$ cat config.mk
export PLATFORM = sky130hd
export DESIGN_NAME = ccir656_rx
export DESIGN_NICKNAME = d
export VERILOG_FILES = /design/src/rtl/ccir656_rx.sv
export SDC_FILE = /design/constraint.sdc
export NUM_CORES = 1
export LEC_CHECK = 0
export CORE_MARGIN = 5
export CORE_UTILIZATION = 56
export DETAILED_ROUTE_END_ITERATION = 8
export PLACE_DENSITY = 0.84
export SLEW_MARGIN = 20
export SYNTH_ARGS = -nofsm -noshare
export SYNTH_HDL_FRONTEND = slang
export SYNTH_SLANG_ARGS = --single-unit
$ cat constraint.sdc
create_clock -name clk27M -period 5.93 [get_ports clk27M]
set_clock_uncertainty 0.1 [all_clocks]
set_input_delay 0.8895 -clock clk27M [delete_from_list [all_inputs] [get_ports clk27M]]
set_output_delay 0.8895 -clock clk27M [all_outputs]
set_load 0.02 [all_outputs]
$ cat src/rtl/ccir656_rx.sv
// ============================================================================
// Module  : ccir656_rx
// Brief   : BT.656 receiver: timing-reference decode, lock, active-video gate.
// Revision: 1.0
// ============================================================================
`default_nettype none

module ccir656_rx #(
  parameter int ACTIVE_SAMPLES = 1440,
  parameter int LINE_W         = 10
) (
  input  logic              clk27M,
  input  logic              rst,
  input  logic [7:0]        din,
  output logic [7:0]        pix_data,
  output logic              pix_valid,
  output logic              sav,
  output logic              eav,
  output logic              field,
  output logic              vblank,
  output logic [LINE_W-1:0] line_cnt,
  output logic              locked,
  output logic              xy_err,
  output logic              line_err
);

  localparam logic [1:0]  c_SCAN = 2'd0;
  localparam logic [1:0]  c_FF1  = 2'd1;
  localparam logic [1:0]  c_Z1   = 2'd2;
  localparam logic [1:0]  c_Z2   = 2'd3;
  localparam logic [10:0] c_LAST = 11'(ACTIVE_SAMPLES - 1);

  logic [1:0]        r_state;
  logic [1:0]        w_next_state;
  logic              w_xy_strobe;
  logic              w_xy_valid;
  logic              w_f;
  logic              w_v;
  logic              w_h;
  logic              r_active;
  logic [10:0]       r_sample_cnt;
  logic [7:0]        r_pix_data;
  logic              r_pix_valid;
  logic              r_sav;
  logic              r_eav;
  logic              r_field;
  logic              r_vblank;
  logic [LINE_W-1:0] r_line_cnt;
  logic              r_locked;
  logic              r_xy_err;
  logic              r_line_err;

  always_ff @(posedge clk27M) begin
    if (rst) r_state <= c_SCAN;
    else     r_state <= w_next_state;
  end

  // 0xFF restarts the preamble from any non-XY state, including inside video.
  always_comb begin
    w_next_state = c_SCAN;
    case (r_state)
      c_SCAN:  w_next_state = (din == 8'hFF) ? c_FF1 : c_SCAN;
      c_FF1:   w_next_state = (din == 8'hFF) ? c_FF1 : ((din == 8'h00) ? c_Z1 : c_SCAN);
      c_Z1:    w_next_state = (din == 8'hFF) ? c_FF1 : ((din == 8'h00) ? c_Z2 : c_SCAN);
      default: w_next_state = c_SCAN;
    endcase
  end

  always_comb begin
    w_xy_strobe = (r_state == c_Z2);
  end

  assign w_f = din[6];
  assign w_v = din[5];
  assign w_h = din[4];
  assign w_xy_valid = din[7]
                    && (din[3] == (w_v ^ w_h))
                    && (din[2] == (w_f ^ w_h))
                    && (din[1] == (w_f ^ w_v))
                    && (din[0] == (w_f ^ w_v ^ w_h));

  always_ff @(posedge clk27M) begin
    if (rst) begin
      r_active     <= 1'b0;
      r_sample_cnt <= '0;
      r_pix_data   <= 8'h00;
      r_pix_valid  <= 1'b0;
      r_sav        <= 1'b0;
      r_eav        <= 1'b0;
      r_field      <= 1'b0;
      r_vblank     <= 1'b0;
      r_line_cnt   <= '0;
      r_locked     <= 1'b0;
      r_xy_err     <= 1'b0;
      r_line_err   <= 1'b0;
    end else begin
      r_sav       <= 1'b0;
      r_eav       <= 1'b0;
      r_xy_err    <= 1'b0;
      r_line_err  <= 1'b0;
      r_pix_valid <= 1'b0;

      if (r_active) begin
        if (din == 8'hFF) begin
          // A reference code inside video means the line was cut short.
          r_active     <= 1'b0;
          r_sample_cnt <= '0;
          r_line_err   <= 1'b1;
          r_locked     <= 1'b0;
        end else begin
          r_pix_data  <= din;
          r_pix_valid <= 1'b1;
          if (r_sample_cnt == c_LAST) begin
            r_active     <= 1'b0;
            r_sample_cnt <= '0;
          end else begin
            r_sample_cnt <= r_sample_cnt + 11'd1;
          end
        end
      end

      if (w_xy_strobe) begin
        if (w_xy_valid) begin
          r_field  <= w_f;
          r_vblank <= w_v;
          if (w_h) begin
            r_eav    <= 1'b1;
            r_locked <= 1'b1;
            if (w_f != r_field)
              r_line_cnt <= '0;
            else if (r_line_cnt != {LINE_W{1'b1}})
              r_line_cnt <= r_line_cnt + 1'b1;
          end else begin
            r_sav <= 1'b1;
            if (!w_v && r_locked)
              r_active <= 1'b1;
          end
        end else begin
          r_xy_err <= 1'b1;
          r_locked <= 1'b0;
        end
      end
    end
  end

  assign pix_data  = r_pix_data;
  assign pix_valid = r_pix_valid;
  assign sav       = r_sav;
  assign eav       = r_eav;
  assign field     = r_field;
  assign vblank    = r_vblank;
  assign line_cnt  = r_line_cnt;
  assign locked    = r_locked;
  assign xy_err    = r_xy_err;
  assign line_err  = r_line_err;

endmodule

`default_nettype wire

==> results.ini <==
[pwr]
power_switching_share_pct = 20.0
power_density_mw_per_mm2 = 226
clock_power_share_pct = 46.4
p_sw_mw = 0.114
combPwrFrac_pct = 6.4
static-leakage-power_nw = 0.869
intPower_mw = 0.455
power.sequential.fraction_pct = 47.2
power.ir.vdd_worst_mv = 0.156

[floorplanning]
die_x_um = 70.3
die_area_mm2 = 0.00494
initial_core_util_pct = 56.9
row_count = 22
dieHeight_um = 70.3
number_of_i_o_pins = 36
placeableCoreArea_mm2 = 0.00358

[clocking]
cts-resized-gates = 0
post-cts-setup-buffer-count = 0
clock_insertion_delay_worst_skew_ps = 350
cts-buffers-inserted = 5
cts_buffer_depth = 2
cts_tree = yes
ctsRootBufferMaster = clkbuf_4
cts_hold_repair.buffers = 0
cts_htree_levels = 2
cts_clk_pin_slew_worst_paths_ps = 110
numClockSinks = 40

[detailed_routing]
detailed_routed_wire_length_on_met3_um = 259
drtAntennaViolNets = 0
post_drt_via_cell_ratio = 5.92
remaining_drc_errors = 0
drt-initial-drc-count = 152
wirelength_um = 4510
wl_met1_um = 2050
route.top_layer_used = met4
met2RoutedLength_um = 2150
wl_per_cell_um = 14.2
routed-via-count = 1882
detailedRoute.firstPassIterationCount = 5

[run_status]
status = completed

[grt]
number_of_global_route_vias_before_repair = 1741
antenna_found_initial = 0
grt-ovfl-total = 0
grt_first_pass_wirelength_um = 8020
grt_total_usage_pct = 19.9
grt_max_degree = 28

[critical_path]
critPathArrivalTime_ps = 3370
worst_setup_path_category = in -> reg
r2r_slack_ps = 3780
worstPathRequired_ps = 6050
crit_end_element = flop
startpoint_type = input pin
cp_max_fo = 13

[synth]
synth_largest_area_cell = dfxtp_1
yosys.cell_types.count = 44
synth_top_area_share_pct = 39.3
ys_top_cells_by_count = dfxtp_1, a21oi_1, nor2_1
seq_total_area_yosys_pct = 39.3
synth_enable_flop_cells = 0
yosys_warnings = 0
dominantRegCellSynth = dfxtp_1
ys_seq_elements = 40
postSynthNetCount = 253
synth.most_common_cell = dfxtp_1
gate_count_of_the_mapped_netlist = 239
post_synth_main_area_contributors = dfxtp_1, a21oi_1, mux2i_1, o21ai_0, and3_1
asyncSetResetFlopFracSynth_pct = 0
post_syn_area_per_cell_um2 = 8.52
mappedNetlistArea_mm2 = 0.00204

[layout]
finish.net_count = 283
fill_count = 296
multi_input_area_mm2 = 0.00114
layout-area-overhead-vs-synth_pct = 23.7
final_design_area_no_fill_mm2 = 0.00252
diodes = 0
final-seq-area_um2 = 801
finalCoreUtilization_pct = 70.3
post_route_cells_drive_above_1_share_pct = 7.78

[timing]
rsz0062_at_grt = no
totalNegativeSetupSlack_ps = 0
final.period_utilization_pct = 54.7
finalHoldViolCount = 0
fmax_mhz = 308
setup_viol_count_final = 0
final-max-slew-violation-count = 0
timing.max_slew.rel_slack_pct = 46.7
timing.final.ws_setup_ps = 2690
final.min_clock_period_ps = 3240
timing_worst_slew_pin_value_ps = 794

[place]
dp_hpwl_um = 3230
detailed_place.area_mm2 = 0.00239
placer_congestion = 0.896
port_buffers = 35
dp_slack_ps = 2360

[job]
max_cap_violations = 0

[hold_path]
hold_class = reg -> reg

[registers in the layout (all words and copies together), names as in the netlist]
| name | count |
|---|---|
| r_active | 1 |
| eav | 1 |
| vblank | 1 |
| line_err | 1 |
| r_sample_cnt | 11 |
| xy_err | 1 |
| locked | 1 |
| sav | 1 |
| pix_data | 8 |
| line_cnt | 10 |
| field | 1 |
| r_state | 2 |
| pix_valid | 1 |
[layer usage]
| metal | GRT usage (%) | up-vias |
|---|---|---|
| li1 | - | 941 |
| met1 | 25.5 | 886 |
| met2 | 31.2 | 49 |
| met3 | 5.76 | 6 |
| met4 | 7.66 | 0 |
| met5 | 0 | - |
[worst max-delay path: stages]
cell             delay [ps]
clkdlybuf4s50_1         680
inv_1                   160
ha_1                    330
xnor2_1                 130
and2_1                  180
nand2_1                 280
o41ai_4                 650
a21oi_1                  80
[layout by cell type, fill, tap and decap left out, types with 5 or more instances in the layout]
cell | synthesis | layout
a21oi_1 | 22 | 22
and3_1 | 11 | 11
clkbuf_4 | 0 | 5
clkdlybuf4s50_1 | 0 | 35
dfxtp_1 | 40 | 40
inv_1 | 7 | 7
mux2i_1 | 7 | 7
nand2_1 | 16 | 16
nand3_1 | 10 | 10
nand4_1 | 8 | 8
nor2_1 | 17 | 17
nor3_1 | 11 | 11
o21ai_0 | 14 | 14
o31ai_1 | 6 | 6
or4_1 | 7 | 7
xnor2_1 | 5 | 5
[stage by stage]
stage               cells  hold WS (ps)  total power [mW]
finish                318           361             0.569
global placement      310           333             0.310
global route          318           374             0.590
CTS                   318           366             0.575
detailed placement    310           349             0.311
floorplan             239           336             0.301
[area by class of cell]
cell class,count,area share (%)
Tap cell,48,2.39
Sequential cell,40,31.8
Inverter,7,1.04
Timing Repair Buffer,37,14.5
Clock buffer,5,1.49
Multi-Input combinational cell,178,45.2
Clock inverter,3,3.58
[power groups by stage]
stage | Sequential, mW | Combinational, mW | Clock [mW]
after CTS | 0.269 | 0.0363 | 0.270
final | 0.269 | 0.0365 | 0.264
after global placement | 0.275 | 0.0354 | 0
after global routing | 0.269 | 0.0407 | 0.281
after floorplan | 0.275 | 0.0264 | 0
after detailed placement | 0.275 | 0.0361 | 0
[kinds of logic after synthesis]
logic type / Yosys count / share of synthesized area, %
and+or+nand+nor: 102 / 28.0
adders and majority gates: 4 / 2.46
DFF: 40 / 39.3
AOI/OAI and AO/OA: 57 / 18.4
xor gates and xnor gates: 7 / 3.01
buffers and inverters: 21 / 4.79
muxes: 8 / 4.00
[worst paths after layout]
kind / start / endpoint / depth (start not counted)
max: din[4] / line_cnt[4] / 8
min reg2reg: vblank / vblank / 2
max reg2reg: r_sample_cnt[5] / r_sample_cnt[8] / 5
min: vblank / vblank / 2
Note: power is estimated with default switching activity, not from simulation.
